**src/rtl/regfile_wb_arbiter_if.sv**
```systemverilog
// Bus bundle between the pipeline / multi-cycle unit / decode stage (master)
// and the register-file write-port arbiter (slave).
//
// Handshakes:
//   wbw_valid / wb_stall : a pipeline write completes in any cycle with
//     wbw_valid & !wb_stall. While wb_stall is high the pipeline holds
//     wbw_valid, wba and wbd unchanged into the next cycle.
//   mc_valid / mc_ready  : a multi-cycle result transfers in any cycle with
//     mc_valid & mc_ready. While mc_valid is high and mc_ready is low the
//     producer holds mc_rd and mc_data stable.
interface regfile_wb_arbiter_if;
  logic        wbw_valid;
  logic [3:0]  wba;
  logic [31:0] wbd;
  logic        wb_stall;

  logic        mc_issue;
  logic [3:0]  mc_issue_rd;
  logic        mc_valid;
  logic [3:0]  mc_rd;
  logic [31:0] mc_data;
  logic        mc_ready;

  logic [3:0]  ra1;
  logic [3:0]  ra2;
  logic        stall_rd;

  logic        we3;
  logic [3:0]  wa3;
  logic [31:0] wd3;
  logic        err;

  modport master (
    output wbw_valid, wba, wbd,
    output mc_issue, mc_issue_rd, mc_valid, mc_rd, mc_data,
    output ra1, ra2,
    input  wb_stall, mc_ready, stall_rd, we3, wa3, wd3, err
  );

  modport slave (
    input  wbw_valid, wba, wbd,
    input  mc_issue, mc_issue_rd, mc_valid, mc_rd, mc_data,
    input  ra1, ra2,
    output wb_stall, mc_ready, stall_rd, we3, wa3, wd3, err
  );
endinterface

```
**src/rtl/regfile_wb_arbiter.sv**
```systemverilog
// Register-file write-port arbiter. The in-order pipeline writeback and a
// multi-cycle execution unit share one write port. Multi-cycle results are
// queued in a small FIFO; a 15-entry scoreboard tracks destinations still in
// flight so decode can stall on them. An age counter on the FIFO head lets a
// buffered result preempt the pipeline after STARVE_MAX cycles of waiting.
module regfile_wb_arbiter #(
  parameter int DEPTH      = 2,
  parameter int STARVE_MAX = 4
) (
  input logic                 clk,
  input logic                 reset,
  regfile_wb_arbiter_if.slave bus
);

  localparam int AW = $clog2(DEPTH);
  localparam int CW = $clog2(DEPTH + 1);
  localparam int GW = $clog2(STARVE_MAX + 1);

  typedef struct packed {
    logic [3:0]  rd;
    logic [31:0] data;
  } entry_t;

  // One-hot decode of a register address onto the 15 scoreboard bits.
  // r15 (the PC) is never tracked, so it decodes to all zeros.
  function automatic logic [14:0] reg_mask(input logic [3:0] a);
    return 15'(16'd1 << a);
  endfunction

  // FIFO storage and control
  entry_t        mem_q [DEPTH];
  entry_t        mem_d [DEPTH];
  logic [AW-1:0] wr_ptr_q, wr_ptr_d;
  logic [AW-1:0] rd_ptr_q, rd_ptr_d;
  logic [CW-1:0] count_q, count_d;

  // Head age, scoreboard, sticky error
  logic [GW-1:0] age_q, age_d;
  logic [14:0]   pending_q, pending_d;
  logic          err_q, err_d;

  // Arbitration results
  entry_t        head;
  logic          empty;
  logic          full;
  logic          starve;
  logic          push;
  logic          pop;
  logic          pipe_wr;
  logic          mc_ready;
  logic          we3;
  logic [3:0]    wa3;
  logic [31:0]   wd3;
  logic          wb_stall;
  logic          stall_rd;

  // Scoreboard update masks
  logic [14:0]   set_mask;
  logic [14:0]   clr_mask;

  // Write-port selection: starving head, then pipeline, then idle-cycle drain.
  always_comb begin
    head     = mem_q[rd_ptr_q];
    empty    = (count_q == '0);
    full     = (count_q == CW'(DEPTH));
    starve   = !empty && (age_q >= GW'(STARVE_MAX));
    mc_ready = !full && !reset;
    push     = bus.mc_valid && mc_ready;
    pop      = 1'b0;
    pipe_wr  = 1'b0;
    we3      = 1'b0;
    wa3      = 4'd0;
    wd3      = 32'd0;
    wb_stall = 1'b0;
    if (!reset) begin
      if (starve) begin
        pop      = 1'b1;
        we3      = 1'b1;
        wa3      = head.rd;
        wd3      = head.data;
        wb_stall = bus.wbw_valid;
      end else if (bus.wbw_valid) begin
        pipe_wr  = 1'b1;
        we3      = 1'b1;
        wa3      = bus.wba;
        wd3      = bus.wbd;
      end else if (!empty) begin
        pop      = 1'b1;
        we3      = 1'b1;
        wa3      = head.rd;
        wd3      = head.data;
      end
    end
  end

  // FIFO next state. Push never happens while full because mc_ready is
  // derived from the registered count, so a same-cycle pop only frees a slot
  // for the following cycle.
  always_comb begin
    mem_d    = mem_q;
    wr_ptr_d = wr_ptr_q;
    rd_ptr_d = rd_ptr_q;
    if (push) begin
      mem_d[wr_ptr_q] = '{rd: bus.mc_rd, data: bus.mc_data};
      wr_ptr_d        = wr_ptr_q + 1'b1;
    end
    if (pop) begin
      rd_ptr_d = rd_ptr_q + 1'b1;
    end
    count_d = count_q + CW'(push) - CW'(pop);
  end

  // Head age: restarts whenever the head leaves or nothing is buffered.
  always_comb begin
    age_d = age_q;
    if (pop || empty) begin
      age_d = '0;
    end else if (age_q < GW'(STARVE_MAX)) begin
      age_d = age_q + GW'(1);
    end
  end

  // Scoreboard and protocol checks. A set and clear on the same register in
  // one cycle leaves it pending (the new issue wins).
  always_comb begin
    set_mask  = bus.mc_issue ? reg_mask(bus.mc_issue_rd) : 15'd0;
    clr_mask  = pop ? reg_mask(head.rd) : 15'd0;
    pending_d = (pending_q & ~clr_mask) | set_mask;
    err_d     = err_q;
    if (bus.mc_issue && (bus.mc_issue_rd == 4'd15)) begin
      err_d = 1'b1;
    end
    if (|(set_mask & pending_q & ~clr_mask)) begin
      err_d = 1'b1;
    end
    if (pipe_wr && |(reg_mask(bus.wba) & pending_q)) begin
      err_d = 1'b1;
    end
    if (push && !(|(reg_mask(bus.mc_rd) & pending_q))) begin
      err_d = 1'b1;
    end
  end

  // Decode stall from registered scoreboard only; r15 never stalls.
  always_comb begin
    stall_rd = !reset &&
               ((|(reg_mask(bus.ra1) & pending_q)) ||
                (|(reg_mask(bus.ra2) & pending_q)));
  end

  // Control state registers with synchronous reset.
  always_ff @(posedge clk) begin
    if (reset) begin
      wr_ptr_q  <= '0;
      rd_ptr_q  <= '0;
      count_q   <= '0;
      age_q     <= '0;
      pending_q <= '0;
      err_q     <= 1'b0;
    end else begin
      wr_ptr_q  <= wr_ptr_d;
      rd_ptr_q  <= rd_ptr_d;
      count_q   <= count_d;
      age_q     <= age_d;
      pending_q <= pending_d;
      err_q     <= err_d;
    end
  end

  // Result storage; contents are don't-care while the count says empty.
  always_ff @(posedge clk) begin
    mem_q <= mem_d;
  end

  assign bus.mc_ready = mc_ready;
  assign bus.we3      = we3;
  assign bus.wa3      = wa3;
  assign bus.wd3      = wd3;
  assign bus.wb_stall = wb_stall;
  assign bus.stall_rd = stall_rd;
  assign bus.err      = err_q;

endmodule

```
**src/flat_wrapper.sv**
```systemverilog
// flat-port wrapper written by rule: the top's interface ports become plain ports
module regfile_wb_arbiter_flat 
#(
  parameter int DEPTH      = 2,
  parameter int STARVE_MAX = 4
)
  (clk, reset, bus_wbw_valid, bus_wba, bus_wbd, bus_mc_issue, bus_mc_issue_rd, bus_mc_valid, bus_mc_rd, bus_mc_data, bus_ra1, bus_ra2, bus_wb_stall, bus_mc_ready, bus_stall_rd, bus_we3, bus_wa3, bus_wd3, bus_err);
  regfile_wb_arbiter_if bus_i ();
  input logic clk;
  input logic reset;
  input wire logic [$bits(bus_i.wbw_valid)-1:0] bus_wbw_valid;
  input wire logic [$bits(bus_i.wba)-1:0] bus_wba;
  input wire logic [$bits(bus_i.wbd)-1:0] bus_wbd;
  input wire logic [$bits(bus_i.mc_issue)-1:0] bus_mc_issue;
  input wire logic [$bits(bus_i.mc_issue_rd)-1:0] bus_mc_issue_rd;
  input wire logic [$bits(bus_i.mc_valid)-1:0] bus_mc_valid;
  input wire logic [$bits(bus_i.mc_rd)-1:0] bus_mc_rd;
  input wire logic [$bits(bus_i.mc_data)-1:0] bus_mc_data;
  input wire logic [$bits(bus_i.ra1)-1:0] bus_ra1;
  input wire logic [$bits(bus_i.ra2)-1:0] bus_ra2;
  output wire logic [$bits(bus_i.wb_stall)-1:0] bus_wb_stall;
  output wire logic [$bits(bus_i.mc_ready)-1:0] bus_mc_ready;
  output wire logic [$bits(bus_i.stall_rd)-1:0] bus_stall_rd;
  output wire logic [$bits(bus_i.we3)-1:0] bus_we3;
  output wire logic [$bits(bus_i.wa3)-1:0] bus_wa3;
  output wire logic [$bits(bus_i.wd3)-1:0] bus_wd3;
  output wire logic [$bits(bus_i.err)-1:0] bus_err;
  assign bus_i.wbw_valid = bus_wbw_valid;
  assign bus_i.wba = bus_wba;
  assign bus_i.wbd = bus_wbd;
  assign bus_i.mc_issue = bus_mc_issue;
  assign bus_i.mc_issue_rd = bus_mc_issue_rd;
  assign bus_i.mc_valid = bus_mc_valid;
  assign bus_i.mc_rd = bus_mc_rd;
  assign bus_i.mc_data = bus_mc_data;
  assign bus_i.ra1 = bus_ra1;
  assign bus_i.ra2 = bus_ra2;
  assign bus_wb_stall = bus_i.wb_stall;
  assign bus_mc_ready = bus_i.mc_ready;
  assign bus_stall_rd = bus_i.stall_rd;
  assign bus_we3 = bus_i.we3;
  assign bus_wa3 = bus_i.wa3;
  assign bus_wd3 = bus_i.wd3;
  assign bus_err = bus_i.err;
  regfile_wb_arbiter #(.DEPTH(DEPTH), .STARVE_MAX(STARVE_MAX)) u_core (.clk(clk), .reset(reset), .bus(bus_i));
endmodule
```
**config.mk**
```make
export PLATFORM = sky130hd
export DESIGN_NAME = regfile_wb_arbiter_flat
export DESIGN_NICKNAME = d
export VERILOG_FILES = /design/src/rtl/regfile_wb_arbiter_if.sv /design/src/rtl/regfile_wb_arbiter.sv /design/src/flat_wrapper.sv
export SDC_FILE = /design/constraint.sdc
export NUM_CORES = 1
export LEC_CHECK = 0
export ABC_AREA = 1
export BUFFER_PORTS_ARGS = -buffer_cell sky130_fd_sc_hd__buf_2
export CORE_UTILIZATION = 57
export DETAILED_ROUTE_END_ITERATION = 8
export MAX_ROUTING_LAYER = met4
export PLACE_DENSITY = 0.85
export SETUP_SLACK_MARGIN = 0.3
export SYNTH_ARGS = -nofsm -noshare
export SYNTH_HDL_FRONTEND = slang
export SYNTH_SLANG_ARGS = --single-unit
```
**constraint.sdc**
```tcl
create_clock -name clk -period 4.4 [get_ports clk]
set_clock_uncertainty 0.15 [all_clocks]
set_input_delay 0.22 -clock clk [delete_from_list [all_inputs] [get_ports clk]]
set_output_delay 0.22 -clock clk [all_outputs]
set_load 0.01 [all_outputs]
```
; ---- After elaboration in Yosys (flattened, before gate mapping)
; Cells that the tools add are included.
; W data, S select, Z words.
[word_totals]
regBits = 95
inputBits = 89
out_inout_bits = 41
elab_cells = 93
[classes]
add_sub_neg = 5
order_cmp = 5
n_eq_ne = 2
shift = 6
n_mux = 32
bitwise_logic = 11
reduce_logical = 22
[ops]
columns = cell, n
row1 = $mux W36, 4
row2 = $mux W32, 4
row3 = $and A15 B15 Y15, 7
row4 = $shl A1 B4 Y15 const A, 6
row5 = $reduce_or A15 Y1, 5
row6 = $bwmux W72, 1
row7 = $demux W36 S1, 1
row8 = $mux W15, 2
row9 = $mux W1, 16
row10 = $mux W4, 4
row11 = $not A15 Y15, 1
row12 = $or A15 B15 Y15, 1
row13 = $logic_and A1 B1 Y1, 8
row14 = $eq A4 B4 Y1 const B, 1
row15 = $ge A2 B2 Y1 const B, 2
row16 = $logic_not A1 Y1, 4
row17 = $not A1 Y2, 2
row18 = $reduce_bool A4 Y1, 1
row19 = $add A3 B1 Y3 const B, 1
row20 = $ge A3 B3 Y1 const B, 1
row21 = $lt A3 B3 Y1 const B, 1
row22 = $add A1 B1 Y1 const B, 2
row23 = $add A2 B1 Y2, 1
row24 = $eq A2 B2 Y1 const B, 1
row25 = 5 further kinds, 6

; ---- Depth between registers and ports, before layout
; Gate-level depths: netlist of the first run.
[depth]
depth_word = 12
mapped_depth = 13
ltp_nobuf = 12

; ---- Worst setup path before layout of the first run
; OpenSTA, ideal clock, no wires.
[synth_timing]
path_kind = reg-to-reg
start = register u_core.count_q[0]
end = register u_core.mem_q[0] (netlist bit) (enable)
setup_ns = 0.429
arrival_ns = 2.311
required_time_ns = 3.821
setup_slack_ns = 1.510
path_stages_with_launch = 5
path_buffers = 0
period_less_slack_ns = 2.890
path_cell_list = dfxtp_1 -> inv_1 -> a21oi_1 -> nand2_1 -> nor2_1
[synth_via]
elab_chain_len = 4
[synth_rtl]
columns = item, line_no
row1 = "start, declared", regfile_wb_arbiter.sv:35  ; logic [CW-1:0] count_q, count_d;
row2 = "start signal, assigned", regfile_wb_arbiter.sv:163  ; count_q <= count_d;
row3 = $eq A2 B2 Y1, regfile_wb_arbiter.sv:65  ; full = (count_q == CW'(DEPTH));
row4 = $logic_not A1 Y1, regfile_wb_arbiter.sv:67  ; mc_ready = !full && !reset;
row5 = $logic_and A1 B1 Y1, regfile_wb_arbiter.sv:67
row6 = via bus_mc_ready, flat_wrapper.sv:22  ; output wire logic [$bits(bus_i.mc_ready)-1:0] bus_mc_ready;
row7 = $logic_and A1 B1 Y1, regfile_wb_arbiter.sv:68  ; push = bus.mc_valid && mc_ready;
row8 = "end signal, assigned", regfile_wb_arbiter.sv:172  ; mem_q <= mem_d;
row9 = "end, declared", regfile_wb_arbiter.sv:31  ; entry_t mem_q [DEPTH];
; The timed path passes the listed nets, and every way through them passes these cells.
; A chain may end at the register's enable or synchronous reset.

; ---- Final worst setup path of the first run
[layout_timing]
start = register u_core.count_q[0]
end = output bus_wa3[1]
[layout_via]
elab_chain_len = 5
word_cells_on_any_way = 7
cone_classes = mux (4) / reduce/logical (3)
[layout_rtl]
columns = item, line_no
row1 = $logic_not A2 Y1 (*), regfile_wb_arbiter.sv:64  ; empty = (count_q == '0);
row2 = $mux W4 or $logic_not A1 Y1 (tied branches), "regfile_wb_arbiter.sv:87, regfile_wb_arbiter.sv:66"
row3 = $mux W4 or $logic_and A1 B1 Y1 (tied branches), "regfile_wb_arbiter.sv:82, regfile_wb_arbiter.sv:66"
row4 = $mux W4 (*), regfile_wb_arbiter.sv:76  ; if (starve) begin
row5 = $mux W4 (*), regfile_wb_arbiter.sv:75  ; if (!reset) begin
row6 = "end, declared", flat_wrapper.sv:25  ; output wire logic [$bits(bus_i.wa3)-1:0] bus_wa3;
; Every way passes the cells marked *; elsewhere a longest branch is shown, timed or not.

==> results of run 1 <==
stage by stage:
stage	instance area, um2	worst slack, ns	total power [W]
after global placement	5629	2.079	0.001346
after global routing	6165	1.931	0.002023
after detailed placement	5629	1.956	0.001358
after floorplan	4918	1.510	0.001234
after CTS	6165	2.063	0.001933
final	6165	2.056	0.001957
cells by family (layout without fill, tap and decap cells):
group | count (synthesis) | in the layout
and+or+nand+nor | 276 | 276
DFF | 95 | 95
AOI/OAI and AO/OA | 85 | 85
buffers and inverters | 77 | 240
muxes | 32 | 32
adders and majority gates | 3 | 3
xor gates and xnor gates | 1 | 1
cells in the mapped netlist:
master / count
edfxtp_1: 72
o21ai_0: 47
clkinv_1: 1
o22ai_1: 10
o211ai_1: 1
inv_2: 2
ha_1: 3
dfxtp_1: 23
nor2_2: 1
nor2_4: 2
o22a_1: 1
nand2_2: 1
mux2i_1: 32
a21oi_1: 23
nand3_4: 1
inv_1: 56
buf_6: 2
xor2_1: 1
nor3_1: 12
nand3_1: 25
buf_4: 1
buf_2: 9
nand4_1: 19
and2_1: 1
clkbuf_1: 6
o21ai_1: 3
nand2_1: 157
nor2_1: 57
flip-flops by register name, summed over array words and instances, names as in the netlist:
name              count
u_core.pending_q     15
u_core.mem_q         72
u_core.wr_ptr_q       1
u_core.bus.err        1
u_core.age_q          3
u_core.rd_ptr_q       1
u_core.count_q        2
per-layer routing:
| metal | vias up | wire length (um) | global-route usage (%) |
|---|---|---|---|
| met3 | 42 | 1085 | 5.797 |
| li1 | 2249 | - | - |
| met1 | 2211 | 5663 | 40.98 |
| met4 | 0 | 396 | 12.75 |
| met2 | 240 | 7406 | 59.65 |
| met5 | - | 0 | - |
layout make-up:
type	count	area [um2]	share of cell area (%)
timing repair buffer	165	1001	16.24
multi-input combinational	397	1992	32.31
clock buffer	9	123.9	2.009
sequential	95	2624	42.56
clock inverter	7	71.32	1.157
inverter	59	221.5	3.592
tap	105	131.4	2.131
worst paths after layout:
check / to / slack [ns] / cells past startpoint
setup reg to reg: u_core.count_q[1]$_SDFF_PP0_ / 2.20 / 10
setup / recovery: bus_wa3[1] / 2.06 / 9
hold reg to reg: u_core.age_q[0]$_SDFFE_PP0N_ / 0.30 / 1
hold / removal: u_core.mem_q[69]$_DFFE_PP_ / 0.04 / 1
timing repair:
action                                 4_1_cts  5_1_grt
setup endpoints to repair                    0        0
endpoints found under the hold margin       68        0
hold buffers                                34        0
critical path, delay by kind of cell, from the launching register on:
kind / cells / cell delay [ns]
flip-flops: 1 / 0.32
AO/OA/AOI/OAI: 1 / 0.18
AND/OR/NAND/NOR: 3 / 0.22
buffers and inverters: 5 / 0.86
power by group:
part           total [W]  switching (W)  internal, W
clock           0.000581       0.000357     0.000224
combinational   0.000346       0.000213     0.000133
sequential       0.00103      0.0000208      0.00101
total            0.00196       0.000591      0.00137
==> impl_metrics.csv, run 1 <==
group,metric,value,unit
run_status,run_status,"finished clean",
final_layout,layout_common_cells,"nand2_1 (157), buf_2 (129), edfxtp_1 (72), inv_1 (56), nor2_1 (55)",
synthesis,synth_cell_types,28,
setup_path,path_class,"flip-flop to output port",
clock_network,numCtsBuffers,9,
sta,drv_slew,0,
synthesis,synth_top_cell_by_area,"edfxtp_1",
synthesis,synthAdderAreaFrac,0.7632,%
setup_path,cpPeakStageDelay,0.33,ns
setup_path,crit_path_end_kind,"output port",
routing,drc,0,
setup_path,startpoint_type,"flip-flop",
sta,slew_headroom,29.93,%
sta,post-route-period-util,53.27,%
synthesis,synth-simple-area-share,23.71,%
clock_network,cts_tree,"done",
die,io_pins,130,
synthesis,syn_nets,661,
global_routing,grt_overflow,0,
setup_path,critical_path_required,4.03,ns
clock_network,path_clk_slew,0.11,ns
global_routing,antenna_found_initial,0,
synthesis,netlist_instances,569,
routing,wl,14550,um
place,place.gp.congestion,0.9511,
synthesis,netlist_top_cells_area,"edfxtp_1 (44%), nand2_1 (12%), dfxtp_1 (9.4%)",
synthesis,synth_area_per_cell,8.644,um2
place,io_buffers,129,
synthesis,synth_xor_area_share,0.1781,%
final_layout,diodes,0,
power_and_ir_drop,power_density,317.4,mW/mm2
setup_path,timing.rr.start,"u_core.age_q[2]$_SDFFE_PP0N_",
sta,finalSetupViolCount,0,
synthesis,synth_top_family_by_area,"simple AND/OR/NAND/NOR gates",
sta,hold_viol,0,
final_layout,final_cell_count_no_fill,837,
routing,drt_iter0_drc,325,
clock_network,ctsLongestPathBuffers,2,
final_layout,final_util,74.28,%
sta,timing.setup.tns,0,ns
run,drv_cap,0,
place,place_inst,787,
sta,worst-slew-pin-transition,1.049,ns
clock_network,insertion_delay,0.37,ns
synthesis,synth_top_area_share,43.96,%
routing,postRouteAntennaNets,0,
routing,routed_via_density,5.665,
setup_path,path_common_cell,"inv_1",
synthesis,ys_ff_latch,95,
global_routing,grt_pass1_vias,4533,
setup_path,cp_slowest_cell,"buf_4",
global_routing,grt_util_all_layers,34.74,%
clock_network,cts.htree.levels,3,
place,dp_hpwl,9514,um
final_layout,syn_to_final_growth,25.34,%
sta,holdWs,0.03596,ns
setup_path,crit_chain,"inv_1 -> nand2_2 -> inv_1 -> nor2_1 -> nor2_2 -> buf_4 -> inv_1 -> o22ai_1 -> buf_2",
sta,fmax,426.6,MHz
die,die-area,0.009004,mm2
clock_network,cts.sinks,95,
clock_network,post_cts_buffers,0,
synthesis,synth_compound_area_share,9.031,%
sta,rsz0062_at_grt,"false",
min_path,hold_class,"input pin to flip-flop",
setup_path,worstSetupStartpoint,"u_core.count_q[0]$_SDFF_PP0_",
routing,wl_per_cell,17.39,um
routing,first_pass_iters,5,
clock_network,cts_resized,0,
die,fp-row-count,33,
synthesis,synth_area,0.004918,mm2
min_path,hold_start,"bus_mc_rd[1]",
die,fp.dieH,94.89,um
setup_path,crit_fanout,35,
routing,via_count,4742,
synthesis,yosysWarningCount,0,
final_layout,drive_gt1_share,21.31,%
die,initial_core_util,59.26,%
die,coreArea,0.008299,mm2
synthesis,synthMuxAreaShare,6.512,%
sta,fin_crit,2.344,ns
clock_network,cts-root-buf,"clkbuf_8",
die,die_w,94.89,um
power_and_ir_drop,p_leak,2.504,nW
setup_path,cp_data_arrival_time,1.97,ns
power_and_ir_drop,peakVddDrop,0.2835,mV
global_routing,grt_max_degree,41,
final_layout,n_fill_cell,586,
synthesis,yosysSeqAreaShare,53.32,%
final_layout,layout_commonest_cell,"nand2_1",
global_routing,grt_pass1_wl,22370,um
final_layout,finalNetCount,819,
Power figures use the tool's default switching activity.
==> run 2, diff against run 1 <==
--- a/config.mk
+++ b/config.mk
@@ -7,10 +7,10 @@
 export LEC_CHECK = 0
 export ABC_AREA = 1
 export BUFFER_PORTS_ARGS = -buffer_cell sky130_fd_sc_hd__buf_2
-export CORE_UTILIZATION = 57
+export CORE_UTILIZATION = 48
 export DETAILED_ROUTE_END_ITERATION = 8
 export MAX_ROUTING_LAYER = met4
-export PLACE_DENSITY = 0.85
+export PLACE_DENSITY = 0.77
 export SETUP_SLACK_MARGIN = 0.3
 export SYNTH_ARGS = -nofsm -noshare
 export SYNTH_HDL_FRONTEND = slang
==> constraint.sdc (replaced) <==
create_clock -name clk -period 2.1 [get_ports clk]
set_clock_uncertainty 0.15 [all_clocks]
set_input_delay 0.105 -clock clk [delete_from_list [all_inputs] [get_ports clk]]
set_output_delay 0.105 -clock clk [all_outputs]
set_load 0.01 [all_outputs]
==> impl_metrics.csv, run 2 (synthesized netlist as in run 1, its figures left out) <==
group,metric,value,unit
setup_path,cp.depth,10,
sta,worst-slew-pin-transition,0.6054,ns
global_routing,grt_overflow,0,
sta,slew_headroom,59.21,%
sta,holdWs,0.01763,ns
clock_network,insertion_delay,0.36,ns
final_layout,top_regs,"u_core.mem_q (72), u_core.pending_q (15), u_core.age_q (3)",
setup_path,timing.rr.start,"u_core.count_q[1]$_SDFF_PP0_",
routing,via_count,5050,
sta,rsz0062_at_grt,"true",
global_routing,grt_max_degree,29,
global_routing,grt_pass1_vias,4545,
power_and_ir_drop,peakVddDrop,0.4431,mV
clock_network,numCtsBuffers,9,
global_routing,antenna_found_initial,0,
die,fp.dieH,103.2,um
routing,routed_via_density,5.562,
routing,drc,0,
setup_path,crit_chain,"inv_4 -> nand2_4 -> inv_4 -> nor2_4 -> nor2_4 -> buf_6 -> clkbuf_16 -> nand2_1 -> o21ai_2 -> buf_2",
setup_path,critical_path_required,1.85,ns
power_and_ir_drop,power_density,624.4,mW/mm2
routing,wl,16970,um
clock_network,cts.sinks,95,
final_layout,final_cell_count_no_fill,908,
routing,postRouteAntennaNets,0,
routing,wl_per_cell,18.69,um
min_path,hold_class,"input pin to flip-flop",
sta,fin_crit,2.008,ns
final_layout,diodes,0,
final_layout,layout_common_cells,"buf_2 (128), nand2_1 (126), edfxtp_1 (72), nor2_1 (52), inv_1 (46)",
global_routing,grt_util_all_layers,28.92,%
final_layout,final_util,72.40,%
run,drv_cap,0,
sta,timing.setup.tns,0,ns
min_path,hold_start,"bus_mc_issue_rd[3]",
setup_path,r2r_slack,0.14,ns
setup_path,startpoint_type,"flip-flop",
clock_network,cts_tree,"done",
sta,hold_viol,0,
setup_path,crit_path_end_kind,"output port",
die,io_pins,130,
place,io_buffers,129,
final_layout,syn_to_final_growth,45.20,%
sta,drv_slew,0,
clock_network,ctsLongestPathBuffers,2,
setup_path,crit_fanout,5,
setup_path,rr_worst_depth,12,
routing,first_pass_iters,7,
final_layout,layout_commonest_cell,"buf_2",
setup_path,rr_endpoint,"u_core.bus.err$_SDFFE_PP0P_",
place,dp_hpwl,9776,um
die,initial_core_util,49.86,%
place,placed_area,0.005763,mm2
final_layout,top_register,"u_core.mem_q",
run_status,run_status,"finished clean",
setup_path,cp_slowest_cell,"dfxtp_4",
die,die_w,103.2,um
setup_path,path_buf_inv,5,
setup_path,path_class,"flip-flop to output port",
final_layout,finalNetCount,862,
global_routing,grt_pass1_wl,22020,um
place,place_inst,822,
sta,finalSetupViolCount,0,
setup_path,cpPeakStageDelay,0.36,ns
die,fp-row-count,36,
place,place.gp.congestion,0.9142,
power_and_ir_drop,p_leak,2.928,nW
die,die-area,0.01066,mm2
min_path,min_to,"u_core.pending_q[0]$_SDFF_PP0_",
final_layout,largest_reg_flops,72,
final_layout,stdcell_area,0.007142,mm2
clock_network,cts.htree.levels,3,
clock_network,cts-root-buf,"clkbuf_8",
routing,drt_iter0_drc,397,
min_path,hold_depth,4,
setup_path,cp_top_family,"buffers and inverters",
die,coreArea,0.009864,mm2
sta,fmax,497.9,MHz
clock_network,path_clk_slew,0.09,ns
setup_path,cp_data_arrival_time,1.75,ns
sta,post-route-period-util,95.64,%
final_layout,drive_gt1_share,36.26,%
[run 2: worst min-delay path, stage by stage]
cell,delay (ns)
buf_2,0.08
nor2_1,0.11
nand2_1,0.12
a21oi_1,0.06
[run 2: worst max path at each step]
stage                                 startpoint                            to  slack (ns)
floorplan           u_core.age_q[2]$_SDFFE_PP0N_  u_core.count_q[1]$_SDFF_PP0_        0.31
global route        u_core.count_q[1]$_SDFF_PP0_                   bus_wd3[15]        0.03
detailed placement  u_core.count_q[1]$_SDFF_PP0_  u_core.count_q[1]$_SDFF_PP0_         0.1
global placement    u_core.rd_ptr_q$_SDFFE_PP0P_   u_core.bus.err$_SDFFE_PP0P_        0.17
finish              u_core.count_q[1]$_SDFF_PP0_                   bus_wd3[15]        0.09
CTS                 u_core.count_q[1]$_SDFF_PP0_                    bus_wd3[2]        0.20
[run 2: timing repair]
| action | CTS | global route |
|---|---|---|
| pin swaps | 10 | 9 |
| hold buffers | 41 | 0 |
| endpoints found under the hold margin | 85 | 0 |
| setup endpoints to repair | 40 | 40 |
| buffers inserted | 14 | 10 |
| cloned | 3 | 2 |
| resized for setup | 61 | 119 |
[run 2: area by class of cell]
class	count	area [um2]
clock buffer	10	127.6
clock inverter	6	67.56
fill	650	2723
inverter	59	234.0
multi-input combinational	398	2356
sequential	95	2674
tap	133	166.4
timing repair buffer	207	1516
[run 2: report_power, final]
| group | internal [W] | switching [W] |
|---|---|---|
| Combinational | 0.000473 | 0.000605 |
| Sequential | 0.00210 | 0.0000497 |
| Clock | 0.000559 | 0.000670 |
[run 2: layer usage]
metal / GRT usage [%] / up-vias / wire length (um)
met1: 31.57 / 2397 / 6306
met5: - / - / 0
met4: 10.73 / 0 / 522
li1: - / 2345 / -
met3: 3.562 / 44 / 941
met2: 53.79 / 264 / 9201
[run 2: stage by stage]
step                setup WS [ns]  total power (W)
floorplan                  0.3055         0.002598
global placement           0.1748         0.002856
detailed placement        0.09781         0.002881
CTS                        0.1969         0.004275
global route              0.03476         0.004626
finish                    0.09159         0.004459
